--- src/rtl/regfile_sequencer_pkg.sv ---
// Shared definitions for the register-file sequencer: opcodes, FSM states,
// instruction field positions and the LI immediate extension helper.
package regfile_seq_pkg;

    localparam logic [1:0] OP_ADD  = 2'b00;
    localparam logic [1:0] OP_SUB  = 2'b01;
    localparam logic [1:0] OP_LI   = 2'b10;
    localparam logic [1:0] OP_HALT = 2'b11;

    typedef enum logic [1:0] {
        ST_IDLE,
        ST_READ,
        ST_WRITE,
        ST_HALTED
    } state_t;

    // Instruction field positions
    localparam int unsigned OP_MSB    = 7;
    localparam int unsigned OP_LSB    = 6;
    localparam int unsigned RS_MSB    = 5;
    localparam int unsigned RS_LSB    = 4;
    localparam int unsigned RT_MSB    = 3;
    localparam int unsigned RT_LSB    = 2;
    localparam int unsigned RD_MSB    = 1;
    localparam int unsigned RD_LSB    = 0;
    localparam int unsigned LI_RD_MSB = 5;
    localparam int unsigned LI_RD_LSB = 4;
    localparam int unsigned IMM_MSB   = 3;
    localparam int unsigned IMM_LSB   = 0;

    // Sign-extend the 4-bit LI immediate to a full data word
    function automatic logic [7:0] sext_imm4(input logic [3:0] imm);
        return {{4{imm[3]}}, imm};
    endfunction

endpackage

--- src/rtl/regfile_sequencer_alu8.sv ---
// 8-bit add/subtract unit. carry is the carry-out for add and the borrow
// (a < b unsigned) for subtract.
module alu8 (
    input  logic [7:0] a,
    input  logic [7:0] b,
    input  logic       op_sub,
    output logic [7:0] result,
    output logic       carry
);

    logic [8:0] w_sum;

    // Nine-bit add/sub; bit 8 is carry-out or borrow
    always_comb begin
        if (op_sub) begin
            w_sum = {1'b0, a} - {1'b0, b};
        end else begin
            w_sum = {1'b0, a} + {1'b0, b};
        end
    end

    assign result = w_sum[7:0];
    assign carry  = w_sum[8];

endmodule

--- src/rtl/regfile_sequencer.sv ---
// Multi-cycle sequencer for the 4 x 8-bit register file. Accepts one
// instruction per valid/ready handshake, reads operands for one cycle,
// writes the result for one cycle, then retires it.
module regfile_sequencer
    import regfile_seq_pkg::*;
(
    input  logic       clock,
    input  logic       clear,
    input  logic [7:0] instr,
    input  logic       instr_valid,
    output logic       instr_ready,
    input  logic       resume,
    input  logic [7:0] reg_data1,
    input  logic [7:0] reg_data2,
    output logic [1:0] read_reg1,
    output logic [1:0] read_reg2,
    output logic [1:0] write_reg,
    output logic [7:0] write_data,
    output logic       signal_regwrite,
    output logic       busy,
    output logic       done,
    output logic       halted,
    output logic       carry,
    output logic [7:0] retired_count
);

    state_t     r_state;
    state_t     w_next;
    logic [7:0] r_ir;
    logic [7:0] r_result;
    logic [7:0] r_count;
    logic [1:0] r_rd1;
    logic [1:0] r_rd2;
    logic [1:0] r_wreg;
    logic       r_carry;
    logic       r_done;

    logic       w_xfer;
    logic       w_in_halt;
    logic [1:0] w_ir_op;
    logic       w_ir_li;
    logic [7:0] w_alu_res;
    logic       w_alu_c;
    logic [7:0] w_result;

    assign w_in_halt = (instr[OP_MSB:OP_LSB] == OP_HALT);
    assign w_ir_op   = r_ir[OP_MSB:OP_LSB];
    assign w_ir_li   = (w_ir_op == OP_LI);

    alu8 u_alu (
        .a      (reg_data1),
        .b      (reg_data2),
        .op_sub (w_ir_op == OP_SUB),
        .result (w_alu_res),
        .carry  (w_alu_c)
    );

    // Select ALU output or the extended LI immediate as the result
    always_comb begin
        w_result = w_alu_res;
        if (w_ir_li) begin
            w_result = sext_imm4(r_ir[IMM_MSB:IMM_LSB]);
        end
    end

    // State register
    always_ff @(posedge clock or negedge clear) begin
        if (!clear) begin
            r_state <= ST_IDLE;
        end else begin
            r_state <= w_next;
        end
    end

    // Next-state logic and state-decoded outputs
    always_comb begin
        w_next          = r_state;
        w_xfer          = 1'b0;
        instr_ready     = 1'b0;
        busy            = 1'b0;
        halted          = 1'b0;
        signal_regwrite = 1'b0;
        case (r_state)
            ST_IDLE: begin
                instr_ready = 1'b1;
                if (instr_valid) begin
                    w_xfer = 1'b1;
                    w_next = w_in_halt ? ST_HALTED : ST_READ;
                end
            end
            ST_READ: begin
                busy   = 1'b1;
                w_next = ST_WRITE;
            end
            ST_WRITE: begin
                busy            = 1'b1;
                signal_regwrite = 1'b1;
                w_next          = ST_IDLE;
            end
            ST_HALTED: begin
                busy   = 1'b1;
                halted = 1'b1;
                if (resume) begin
                    w_next = ST_IDLE;
                end
            end
            default: w_next = ST_IDLE;
        endcase
    end

    // Latch the instruction and its read addresses on handshake; the read
    // addresses are loaded here so they are already valid throughout READ
    // and simply hold afterwards
    always_ff @(posedge clock or negedge clear) begin
        if (!clear) begin
            r_ir  <= '0;
            r_rd1 <= '0;
            r_rd2 <= '0;
        end else if (w_xfer) begin
            r_ir <= instr;
            if (!w_in_halt) begin
                r_rd1 <= instr[RS_MSB:RS_LSB];
                r_rd2 <= instr[RT_MSB:RT_LSB];
            end
        end
    end

    // Capture result, destination and carry at the end of READ
    always_ff @(posedge clock or negedge clear) begin
        if (!clear) begin
            r_result <= '0;
            r_wreg   <= '0;
            r_carry  <= 1'b0;
        end else if (r_state == ST_READ) begin
            r_result <= w_result;
            if (w_ir_li) begin
                r_wreg <= r_ir[LI_RD_MSB:LI_RD_LSB];
            end else begin
                r_wreg  <= r_ir[RD_MSB:RD_LSB];
                r_carry <= w_alu_c;
            end
        end
    end

    // Retire: pulse done and bump the count after WRITE or a HALT transfer
    always_ff @(posedge clock or negedge clear) begin
        if (!clear) begin
            r_done  <= 1'b0;
            r_count <= '0;
        end else begin
            r_done <= 1'b0;
            if ((r_state == ST_WRITE) || (w_xfer && w_in_halt)) begin
                r_done  <= 1'b1;
                r_count <= r_count + 8'd1;
            end
        end
    end

    assign read_reg1     = r_rd1;
    assign read_reg2     = r_rd2;
    assign write_reg     = r_wreg;
    assign write_data    = r_result;
    assign carry         = r_carry;
    assign done          = r_done;
    assign retired_count = r_count;

endmodule
--- config.mk ---
export PLATFORM = sky130hd
export DESIGN_NAME = regfile_sequencer
export DESIGN_NICKNAME = d
export VERILOG_FILES = /design/src/rtl/regfile_sequencer_pkg.sv /design/src/rtl/regfile_sequencer_alu8.sv /design/src/rtl/regfile_sequencer.sv
export SDC_FILE = /design/constraint.sdc
export NUM_CORES = 1
export LEC_CHECK = 0
export CORE_MARGIN = 1.5
export CORE_UTILIZATION = 43
export CTS_BUF_LIST = sky130_fd_sc_hd__clkbuf_4
export CTS_CLUSTER_SIZE = 8
export DETAILED_ROUTE_END_ITERATION = 16
export PLACE_DENSITY = 0.74
export SYNTH_ARGS = -nofsm -noshare
export SYNTH_HDL_FRONTEND = slang
export SYNTH_SLANG_ARGS = --single-unit
--- constraint.sdc ---
create_clock -name clock -period 2.5 [get_ports clock]
set_input_delay 0.5 -clock clock [delete_from_list [all_inputs] [get_ports clock]]
set_output_delay 0.5 -clock clock [all_outputs]
set_load 0.02 [all_outputs]
==> flow_metrics.env, run 1 <==
export IMPL_outcome="finished clean"
export IMPL_ys_warn_count=0
export IMPL_die_area_sq_um=4860
export IMPL_worstPathMaxFanout=4
export IMPL_netlist_area_sq_um=1920
export IMPL_diodes=0
export IMPL_stdcell_count=326
export IMPL_yosys_area_top_type="dfrtp_1"
export IMPL_synth_seq_cells=34
export IMPL_synth_area_top_cells="dfrtp_1 44%, mux2_2 7.6%, ha_1 6.5%"
export IMPL_synth_top_area_share_pct=44.4
export IMPL_end_kind="flop"
export IMPL_fp_dieW_um=69.7
export IMPL_insertion_delay_ns=0.33
export IMPL_period_needed_ns=2.37
export IMPL_grt_use_total_pct=18.8
export IMPL_yosysSeqAreaShare_pct=44.4
export IMPL_drt_iter0_markers=47
export IMPL_holdBufCountCts=0
export IMPL_required_ns=2.72
export IMPL_hp_class="reg -> reg"
export IMPL_wl_mm=4.33
export IMPL_antenna_found_initial=0
export IMPL_clockPowerShare_pct=8.9
export IMPL_place_hpwl_mm=3.27
export IMPL_syn_avg_cell_area_sq_um=10.1
export IMPL_report_final_slew_viol_count=0
export IMPL_switching_share_pct=40.5
export IMPL_dp_cells=316
export IMPL_seq_power_share_pct=29.9
export IMPL_vias_per_cell=5.06
export IMPL_wire_per_inst_um=13.3
export IMPL_clock_root_buffer="clkbuf_4"
export IMPL_num_io_pins=56
export IMPL_layout_drive_gt1_share_pct=21.9
export IMPL_cts_tree="done"
export IMPL_fmax_mhz=422
export IMPL_cp_arrival_ns=2.59
export IMPL_nFillCells=382
export IMPL_row_count=24
export IMPL_drt_pass1_iter_count=4
export IMPL_grt_pass1_wl_mm=7.32
export IMPL_core_sq_um=4320
export IMPL_cts_buffers=5
export IMPL_hold_viol=0
export IMPL_powerDensity_nw_per_um2=1180
export IMPL_num_vias=1651
export IMPL_cts_sinks=34
export IMPL_maxCapViolations=0
export IMPL_p_comb_share_pct=61.2
export IMPL_setup_viol=0
export IMPL_synth_fp_nets=229
export IMPL_power_switching_mw=1.33
export IMPL_synth_cell_types=40
export IMPL_nNetsFinal=312
export IMPL_p_int_mw=1.96
export IMPL_skew_ns=0.00901
export IMPL_grt_setup_unrepaired="false"
export IMPL_cts_path_max_buffers=2
export IMPL_ir_drop_mv=0.649
export IMPL_htree_levels=2
export IMPL_tightest_slew_ns=0.436
export IMPL_antenna_left=0
export IMPL_start_kind="input pin"
export IMPL_overflow=0
export IMPL_path_clk_slew_ns=0.09
export IMPL_grt_max_degree=35
export IMPL_multi_input_area_sq_um=1060
export IMPL_area_delta_synth_final_pct=45.8
export IMPL_synth_cells=190
export IMPL_die_h_um=69.7
export IMPL_min_period_over_period_pct=94.7
export IMPL_initial_core_util_pct=44.3
export IMPL_first_global_vias=1682
export IMPL_maxSlewHeadroom_pct=71.0
export IMPL_crit_type="in -> reg"
export IMPL_leakage_nw=1.28
export IMPL_place_congestion=0.813
export IMPL_finalPower_mw=3.29
export IMPL_io_buffer_count=55
export IMPL_route_detailed_drc=0
export IMPL_regArea_sq_um=851
-- placed cells by master (no fill, tap or decap), drive strengths merged, types with 2 or more instances in the layout --
cell type,n
clkinv,2
or3,2
buf,24
ha,10
clkbuf,8
nor2b,5
clkdlybuf4s50,51
nand4,3
inv,12
o21ai,14
and2,2
nand2b,6
nor2,14
o22a,3
o31ai,2
a21oi,11
nand2,19
mux2,13
mux2i,3
xor2,6
xnor2,11
and3,2
dfrtp,34
a21o,3
-- kinds of logic (layout without fill, tap and decap cells) --
logic type,Yosys count,in the layout,share of synthesized area (%)
AND/OR/NAND/NOR,56,56,14.4
AO/OA/AOI/OAI,41,41,13.5
buffers and inverters,15,99,3.20
multiplexers,16,16,9.21
adder cells (fa/ha/maj),11,11,7.58
XOR/XNOR,17,17,7.77
flip-flops,34,34,44.4
-- routing by layer --
metal	vias up	wire length, um	global-route usage, %
met5	-	0	0
met4	0	94	7.48
met3	7	167	3.78
met2	42	2100	31.8
met1	774	1970	23.5
li1	828	-	-
-- synthesized netlist by cell type --
cell type,count
and3_1,2
o21a_1,1
o41ai_1,1
clkbuf_1,1
nor2_1,14
nor3_1,1
nor4_1,1
nand2_2,1
o31a_1,1
and2_1,2
o21ai_0,12
or3_1,2
o211ai_1,1
o31ai_1,2
nand4_1,3
nor2b_1,4
nand2_1,18
ha_1,10
buf_4,1
xnor2_1,11
mux2_2,13
a21oi_1,10
o21ai_1,2
fa_1,1
o22a_1,2
nor2b_4,1
mux2i_1,3
a41oi_1,1
nand2b_1,6
inv_1,12
a31oi_1,1
o22a_2,1
xor2_1,6
a221oi_1,1
buf_2,1
dfrtp_1,34
a21oi_2,1
a211oi_1,1
nand3_1,1
a21o_1,3
-- worst max-delay path, stage by stage --
cell and delay, ns:
dlygate4sd2_1 0.26, nor4_4 0.34, a21oi_2 0.12, xnor2_2 0.15
ha_1 0.32, a21o_1 0.20, or3_1 0.31, o21ai_1 0.15
xnor2_1 0.15, o21ai_1 0.07
-- per-stage QoR --
stage	util, %	setup slack, ns	setup TNS, ns	instance area [sq um]	hold slack (ns)
after floorplan	-	0.136	0	1920	0.204
after global placement	62.0	-0.438	-2.31	2680	0.461
after detailed placement	62.0	-0.528	-2.84	2680	0.471
after CTS	63.9	0.0250	0	2770	0.488
after global routing	64.6	0.0439	0	2790	0.512
final	64.6	0.132	0	2790	0.483
-- power by group through the flow --
stage	Sequential (mW)	Clock (mW)	Combinational [mW]
floorplan	1.16	0	0.989
global placement	0.980	0	1.93
detailed placement	0.988	0	1.97
CTS	0.978	0.309	2.00
global route	1.02	0.326	2.20
finish	0.982	0.292	2.01
-- layout make-up --
class / instances / share of cell area, %
multi-input combinational: 141 / 37.8
timing repair buffer: 79 / 25.9
tap: 52 / 2.33
inverter: 12 / 1.61
sequential: 34 / 30.5
clock inverter: 2 / 0.314
clock buffer: 6 / 1.61
-- worst paths after layout --
check / from / end / slack [ns] / cells after the start
min in group asynchronous: clear / write_reg[0] / 0.56 / 2
min: retired_count[7] / retired_count[7] / 0.48 / 1
min reg2reg: retired_count[7] / retired_count[7] / 0.48 / 1
max in group asynchronous: clear / carry / 1.61 / 2
max reg2reg: r_ir[7] / write_data[5] / 0.21 / 9
max: reg_data2[2] / carry / 0.13 / 10
-- what timing repair did --
action	4_1_cts	5_1_grt
resized for setup	7	13
buffers inserted	1	1
endpoints found under the setup margin	4	4
pin swaps	6	5
(Power assumes the default switching activity.)
==> run 2, diff against run 1 <==
--- a/config.mk
+++ b/config.mk
@@ -10,6 +10,7 @@
 export CTS_BUF_LIST = sky130_fd_sc_hd__clkbuf_4
 export CTS_CLUSTER_SIZE = 8
 export DETAILED_ROUTE_END_ITERATION = 16
+export GPL_TIMING_DRIVEN = 0
 export PLACE_DENSITY = 0.74
 export SYNTH_ARGS = -nofsm -noshare
 export SYNTH_HDL_FRONTEND = slang
==> constraint.sdc (replaced) <==
create_clock -name clock -period 2.5 [get_ports clock]
set_input_delay 0.5 -clock clock [delete_from_list [all_inputs] [get_ports clock]]
set_output_delay 0.5 -clock clock [all_outputs]
set_load 0.1 [all_outputs]
==> flow_metrics.env, run 2 (same netlist as run 1, synthesis figures left out) <==
export IMPL_outcome="finished clean"
export IMPL_num_io_pins=56
export IMPL_wl_mm=4.06
export IMPL_period_needed_ns=2.42
export IMPL_area_delta_synth_final_pct=36.1
export IMPL_place_hpwl_mm=3.10
export IMPL_tightest_slew_ns=1.00
export IMPL_overflow=0
export IMPL_row_count=24
export IMPL_crit_type="reg -> out"
export IMPL_fmax_mhz=413
export IMPL_slowest_stage="clkdlybuf4s50_1"
export IMPL_drt_pass1_iter_count=4
export IMPL_top_layer="met4"
export IMPL_grt_use_total_pct=17.8
export IMPL_cp_arrival_ns=1.92
export IMPL_clock_root_buffer="clkbuf_4"
export IMPL_core_sq_um=4320
export IMPL_skew_ns=0.00516
export IMPL_path_clk_slew_ns=0.10
export IMPL_critPathTopFamily="buffers and inverters"
export IMPL_antenna_found_initial=0
export IMPL_setup_viol=0
export IMPL_htree_levels=2
export IMPL_wl_met3_um=217
export IMPL_place_worst_setup_slack_ns=-0.685
export IMPL_worstPathMaxFanout=5
export IMPL_grt_pass1_wl_mm=6.85
export IMPL_nFillCells=398
export IMPL_r2r_cells=9
export IMPL_route_detailed_drc=0
export IMPL_fp_dieW_um=69.7
export IMPL_required_ns=2.00
export IMPL_num_vias=1579
export IMPL_met2_length_mm=1.99
export IMPL_diodes=0
export IMPL_hp_class="in -> async"
export IMPL_vias_per_cell=5.16
export IMPL_maxSlewHeadroom_pct=32.8
export IMPL_cp_depth=1
export IMPL_die_area_sq_um=4860
export IMPL_cp_num_buf_inv=1
export IMPL_route_layer_met1_wl_mm=1.81
export IMPL_min_period_over_period_pct=96.8
export IMPL_cts_sinks=34
export IMPL_start_kind="flop"
export IMPL_drt_iter0_markers=29
export IMPL_r2r_end="write_data[5]"
export IMPL_first_global_vias=1557
export IMPL_antenna_left=0
export IMPL_wire_per_inst_um=13.3
export IMPL_final_cell_mix="46 x clkdlybuf4s50_1, 34 x dfrtp_1, 18 x nand2_1"
export IMPL_end_kind="output pin"
export IMPL_cts_tree="done"
export IMPL_initial_core_util_pct=44.3
export IMPL_report_final_slew_viol_count=0
export IMPL_crit_path_cell_trace="clkdlybuf4s50_1"
export IMPL_worst_slack_ns=0.0806
export IMPL_hold_viol=0
export IMPL_slowest_delay_ns=1.16
export IMPL_r2r_slack_ns=0.15
export IMPL_die_h_um=69.7
export IMPL_nNetsFinal=292
export IMPL_cts_path_max_buffers=2
export IMPL_io_buffer_count=55
export IMPL_layout_commonest_cell="clkdlybuf4s50_1"
export IMPL_grt_setup_unrepaired="true"
export IMPL_layout_drive_gt1_share_pct=13.0
export IMPL_insertion_delay_ns=0.33
export IMPL_maxCapViolations=0
export IMPL_place_congestion=0.814
export IMPL_r2r_start="r_ir[7]"
export IMPL_cts_buffers=5
export IMPL_grt_max_degree=35
==> run 2: cell count changes in the layout (fill, tap and decap cells not counted), sizes merged <==
cell | before | now
clkbuf | 8 | 6
clkinv | 2 | 3
dlygate4sd2 | 1 | 5
clkdlybuf4s50 | 51 | 46
buf | 24 | 4
clkdlybuf4s15 | 0 | 2
==> run 2: per-stage QoR <==
step / hold WS, ns / TNS, ns / std cells / utilization [%] / instance area, sq um
after floorplan: 0.204 / 0 / 190 / - / 1920
after global placement: 0.463 / -2.50 / 297 / 58.6 / 2530
after detailed placement: 0.466 / -2.78 / 297 / 58.5 / 2530
after CTS: 0.236 / 0 / 306 / 60.0 / 2590
after global routing: 0.264 / -0.0151 / 306 / 60.3 / 2610
final: 0.207 / 0 / 306 / 60.3 / 2610
==> run 2: per-layer routing <==
layer | up-vias | global-route usage [%]
li1 | 784 | -
met1 | 740 | 23.3
met2 | 51 | 28.3
met3 | 4 | 4.22
met4 | 0 | 7.48
met5 | - | 0
==> run 2: worst max-delay path by stage <==
stage / slack, ns / start / endpoint
after floorplan: 0.004 / r_state[0] / busy
after global placement: -0.56 / reg_data2[2] / write_data[7]
after detailed placement: -0.68 / reg_data2[0] / write_data[7]
after CTS: 0.03 / reg_data2[2] / write_data[5]
after global routing: -0.02 / reg_data2[3] / carry
final: 0.08 / retired_count[2] / retired_count[2]
==> run 2: what timing repair did <==
item                                    CTS  global route
hold buffers                              0             0
pin swaps                                 3             1
gates resized for setup                  11             6
setup buffers                             1             0
endpoints found under the setup margin    8             3
==> run 2: final cells by class <==
| cell class | count | area, sq um | area share [%] |
|---|---|---|---|
| multi-input cells | 141 | 1030 | 39.6 |
| flip-flops and latches | 34 | 851 | 32.6 |
| repair buffers | 56 | 549 | 21.1 |
| well taps | 52 | 65.1 | 2.50 |
| inverters | 12 | 45.0 | 1.73 |
| clock buffers | 5 | 37.5 | 1.44 |
| plain buffers | 3 | 16.3 | 0.624 |
| clock inverters | 3 | 11.3 | 0.432 |
Power of run 2 is left out: the tool's default activity adds up to more than one toggle a clock period on the data nets, which glitch-free logic cannot reach.
==> run 3, diff against run 2 <==
--- a/config.mk
+++ b/config.mk
@@ -5,6 +5,7 @@
 export SDC_FILE = /design/constraint.sdc
 export NUM_CORES = 1
 export LEC_CHECK = 0
+export CORE_ASPECT_RATIO = 0.9
 export CORE_MARGIN = 1.5
 export CORE_UTILIZATION = 43
 export CTS_BUF_LIST = sky130_fd_sc_hd__clkbuf_4
==> flow_metrics.env, run 3 (same netlist as run 1, synthesis figures left out) <==
export IMPL_regArea_sq_um=851
export IMPL_core_sq_um=4180
export IMPL_end_kind="output pin"
export IMPL_report_final_slew_viol_count=0
export IMPL_slowest_stage="clkdlybuf4s50_1"
export IMPL_io_buffer_count=55
export IMPL_first_global_vias=1541
export IMPL_fp_dieW_um=73.4
export IMPL_clock_root_buffer="clkbuf_4"
export IMPL_die_h_um=66.3
export IMPL_initial_core_util_pct=45.8
export IMPL_crit_path_cell_trace="clkdlybuf4s50_1"
export IMPL_holdBufCountCts=0
export IMPL_cts_sinks=34
export IMPL_cp_arrival_ns=1.92
export IMPL_worst_slack_ns=0.0831
export IMPL_dpl_instance_area_sq_um=2540
export IMPL_maxCapViolations=0
export IMPL_hold_viol=0
export IMPL_worstPathMaxFanout=5
export IMPL_multi_input_area_sq_um=1040
export IMPL_tightest_slew_ns=0.987
export IMPL_drt_iter0_markers=42
export IMPL_antenna_left=0
export IMPL_final_core_util_pct=62.7
export IMPL_hp_class="in -> async"
export IMPL_crit_end="retired_count[2]"
export IMPL_r2r_cells=9
export IMPL_num_vias=1600
export IMPL_fmax_mhz=414
export IMPL_vias_per_cell=5.08
export IMPL_place_worst_setup_slack_ns=-0.688
export IMPL_skew_ns=0.0137
export IMPL_final_cell_mix="46 x clkdlybuf4s50_1, 34 x dfrtp_1, 18 x nand2_1"
export IMPL_diodes=0
export IMPL_fin_area_sq_um=2620
export IMPL_cts_path_max_buffers=2
export IMPL_nNetsFinal=293
export IMPL_cts_tree="done"
export IMPL_path_clk_slew_ns=0.11
export IMPL_grt_pass1_wl_mm=6.70
export IMPL_wl_mm=4.07
export IMPL_num_io_pins=56
export IMPL_crit_type="reg -> out"
export IMPL_critPathTopFamily="buffers and inverters"
export IMPL_slowest_delay_ns=1.16
export IMPL_grt_max_degree=35
export IMPL_die_area_sq_um=4860
export IMPL_cp_num_buf_inv=1
export IMPL_maxSlewHeadroom_pct=34.0
export IMPL_drt_pass1_iter_count=4
export IMPL_overflow=0
export IMPL_insertion_delay_ns=0.34
export IMPL_grt_use_total_pct=18.2
export IMPL_wire_per_inst_um=12.9
export IMPL_antenna_found_initial=0
export IMPL_min_period_over_period_pct=96.7
export IMPL_start_kind="flop"
export IMPL_place_hpwl_mm=3.11
export IMPL_outcome="finished clean"
export IMPL_r2r_end="write_data[5]"
export IMPL_htree_levels=2
export IMPL_cp_depth=1
export IMPL_area_delta_synth_final_pct=36.9
export IMPL_startpoint="retired_count[2]"
export IMPL_layout_drive_gt1_share_pct=13.7
export IMPL_route_detailed_drc=0
export IMPL_row_count=22
export IMPL_layout_commonest_cell="clkdlybuf4s50_1"
export IMPL_period_needed_ns=2.42
export IMPL_setup_viol=0
export IMPL_place_congestion=0.832
export IMPL_required_ns=2.00
export IMPL_cts_buffers=5
export IMPL_nFillCells=393
export IMPL_r2r_slack_ns=0.13
export IMPL_r2r_start="r_ir[7]"
run 3: cell types whose count changed in the layout (fill, tap and decap cells not counted), sizes merged:
| cell | change |
|---|---|
| clkdlybuf4s15 | -2 |
| buf | +1 |
| clkbuf | +2 |
run 3: how the worst min path moves through the flow:
stage | startpoint | end | slack, ns | cells past startpoint
2_1_floorplan | clear | carry | 0.20 | 0
3_3_place_gp | retired_count[7] | retired_count[7] | 0.46 | 1
3_5_place_dp | carry | carry | 0.48 | 2
4_1_cts | clear | retired_count[7] | 0.21 | 1
5_1_grt | clear | write_data[5] | 0.26 | 1
6_report | clear | retired_count[7] | 0.21 | 1
run 3: per-stage QoR:
| step | std cells | TNS [ns] | hold WS (ns) |
|---|---|---|---|
| after floorplan | 190 | 0 | 0.204 |
| after global placement | 305 | -2.62 | 0.462 |
| after detailed placement | 305 | -3.13 | 0.479 |
| after CTS | 315 | 0 | 0.212 |
| after global routing | 315 | -0.0151 | 0.259 |
| final | 315 | 0 | 0.210 |
run 3: layout make-up:
cell class                      count  share of cell area (%)
Multi-Input combinational cell    141                    39.6
Inverter                           12                    1.72
Buffer                              3                   0.620
Clock buffer                        5                    1.43
Clock inverter                      3                   0.429
Timing Repair Buffer               57                    20.8
Tap cell                           60                    2.86
Sequential cell                    34                    32.4
run 3: what timing repair did:
| item | CTS | global route |
|---|---|---|
| resized for setup | 11 | 8 |
| endpoints found under the setup margin | 8 | 4 |
| hold endpoints to repair | 0 | 0 |
| setup buffers | 2 | 0 |
| pin swaps | 4 | 1 |
run 3: per-layer routing:
| metal | global-route usage, % | vias up | wire, um |
|---|---|---|---|
| met4 | 6.94 | 0 | 47 |
| li1 | - | 788 | - |
| met5 | 0 | - | 0 |
| met2 | 29.5 | 41 | 1960 |
| met1 | 23.0 | 767 | 1870 |
| met3 | 5.03 | 4 | 191 |
Power of run 3 is left out for the same reason.
==> patch (flow settings as in run 1) <==
The 4 states of `state_t` get a Gray code encoding in 2 bits.
--- a/src/rtl/regfile_sequencer_pkg.sv
+++ b/src/rtl/regfile_sequencer_pkg.sv
@@ -8,10 +8,10 @@
     localparam logic [1:0] OP_HALT = 2'b11;
 
     typedef enum logic [1:0] {
-        ST_IDLE,
-        ST_READ,
-        ST_WRITE,
-        ST_HALTED
+        ST_IDLE   = 2'b00,
+        ST_READ   = 2'b01,
+        ST_WRITE  = 2'b11,
+        ST_HALTED = 2'b10
     } state_t;
 
     // Instruction field positions
Function: same outputs for any inputs over 10 cycles, from zero or initial values; not proved beyond that.
==> patch against run 1 <==
- sequential cell count stayed put
- area after synthesis grew 0.65%
- sequential power rose by 2%
- utilization shrank 0.26 points
- clock power decreased by 5%
- design area shrank 0.40%
- worst setup slack better by 0.0094 ns
- routed wire length decreased by 3.7%
- power grew 1.8%
- global-route usage decreased by 0.35 points
- highest routed layer unchanged
==> patch: results (changes against run 1) <==
- WL/cell: 12.8 um (-3.4%)
- Vias in the first global route: 1639 (-2.6%)
- Avg Inst Size Synth: 10.2 um2 (+1.2%)
- Metal1 wirelength: 1980 um (+0.86%)
- Wire length on met2: 1890 um (-10%)
- CP max stage delay: 0.32 ns (-0.02 ns)
- Placer Congestion: 0.808 (-0.69%)
- Layout cell share with drive strength beyond 1: 15.0% (-6.9 points)
- Commonest cells in the synthesized netlist: dfrtp_1 (34), nand2_1 (16), mux2_1 (13), nor2_1 (13)
- Clock Skew: 0.0105 ns (+0.00146 ns)
- DP Area: 2690 um2 (+0.51%)
- Syn nets: 228 (-0.44%)
- Setup Fix Bufs, Post-CTS: 2 (+1)
- Drt via density: 5.07 (+0.19%)
- Status: complete, no violations
- Fin cells: 325 (-0.31%)
- Slowest stage cell, crit path: or3_1
- Max_slew headroom: 67.7% (-3.3 points)
- DP Worst Slack: -0.478 ns (+0.0496 ns)
- Filler cells: 387 (+1.3%)
- Static leakage: 0.00126 uW (-0.81%)
- CTS-repair resized insts: 6 (-1)
- Initial drt markers: 42 (-11%)
- First-pass GRT wire length: 7360 um (+0.57%)
- Seq/Total Area, Yosys: 44.1% (-0.29 points)
[patch: worst max path at each step]
stage          slack, ns  cells past startpoint         start                   endpoint
3_3_place_gp       -0.43                     12  reg_data2[0]  write_data[7]$_DFFE_PN0P_
5_1_grt             0.01                     11  reg_data2[3]          carry$_DFFE_PN0P_
6_report            0.14                     11  reg_data2[3]          carry$_DFFE_PN0P_
4_1_cts             0.11                     11  reg_data2[2]          carry$_DFFE_PN0P_
2_1_floorplan       0.14                      9  reg_data2[3]          carry$_DFFE_PN0P_
3_5_place_dp       -0.48                     12  reg_data2[0]  write_data[5]$_DFFE_PN0P_
[patch: kinds of logic after synthesis]
| family | count (synthesis) | share of synthesized area, % |
|---|---|---|
| and+or+nand+nor | 55 | 14.7 |
| DFF | 34 | 44.1 |
| buffers and inverters | 15 | 3.31 |
| adders and majority gates | 11 | 7.53 |
| AOI/OAI and AO/OA | 41 | 13.5 |
| xor gates and xnor gates | 17 | 7.72 |
| muxes | 16 | 9.15 |
[patch: metal layers]
metal / track usage, % / vias up
met1: 25.9 / 767
met4: 6.41 / 0
met3: 4.33 / 6
met2: 28.0 / 49
met5: 0 / -
li1: - / 827
[patch: cell type report]
| cell class | instances | area [um2] | area share, % |
|---|---|---|---|
| multi-input cells | 140 | 1050 | 37.6 |
| flip-flops and latches | 34 | 851 | 30.6 |
| repair buffers | 80 | 729 | 26.2 |
| well taps | 52 | 65.1 | 2.34 |
| inverters | 11 | 41.3 | 1.48 |
| clock buffers | 5 | 37.5 | 1.35 |
| clock inverters | 3 | 11.3 | 0.405 |
[patch: power by group]
group | leakage [uW] | switching, uW | internal, uW
Sequential | 0.000416 | 195 | 803
Combinational | 0.000821 | 1020 | 1050
Clock | 0.0000277 | 178 | 100
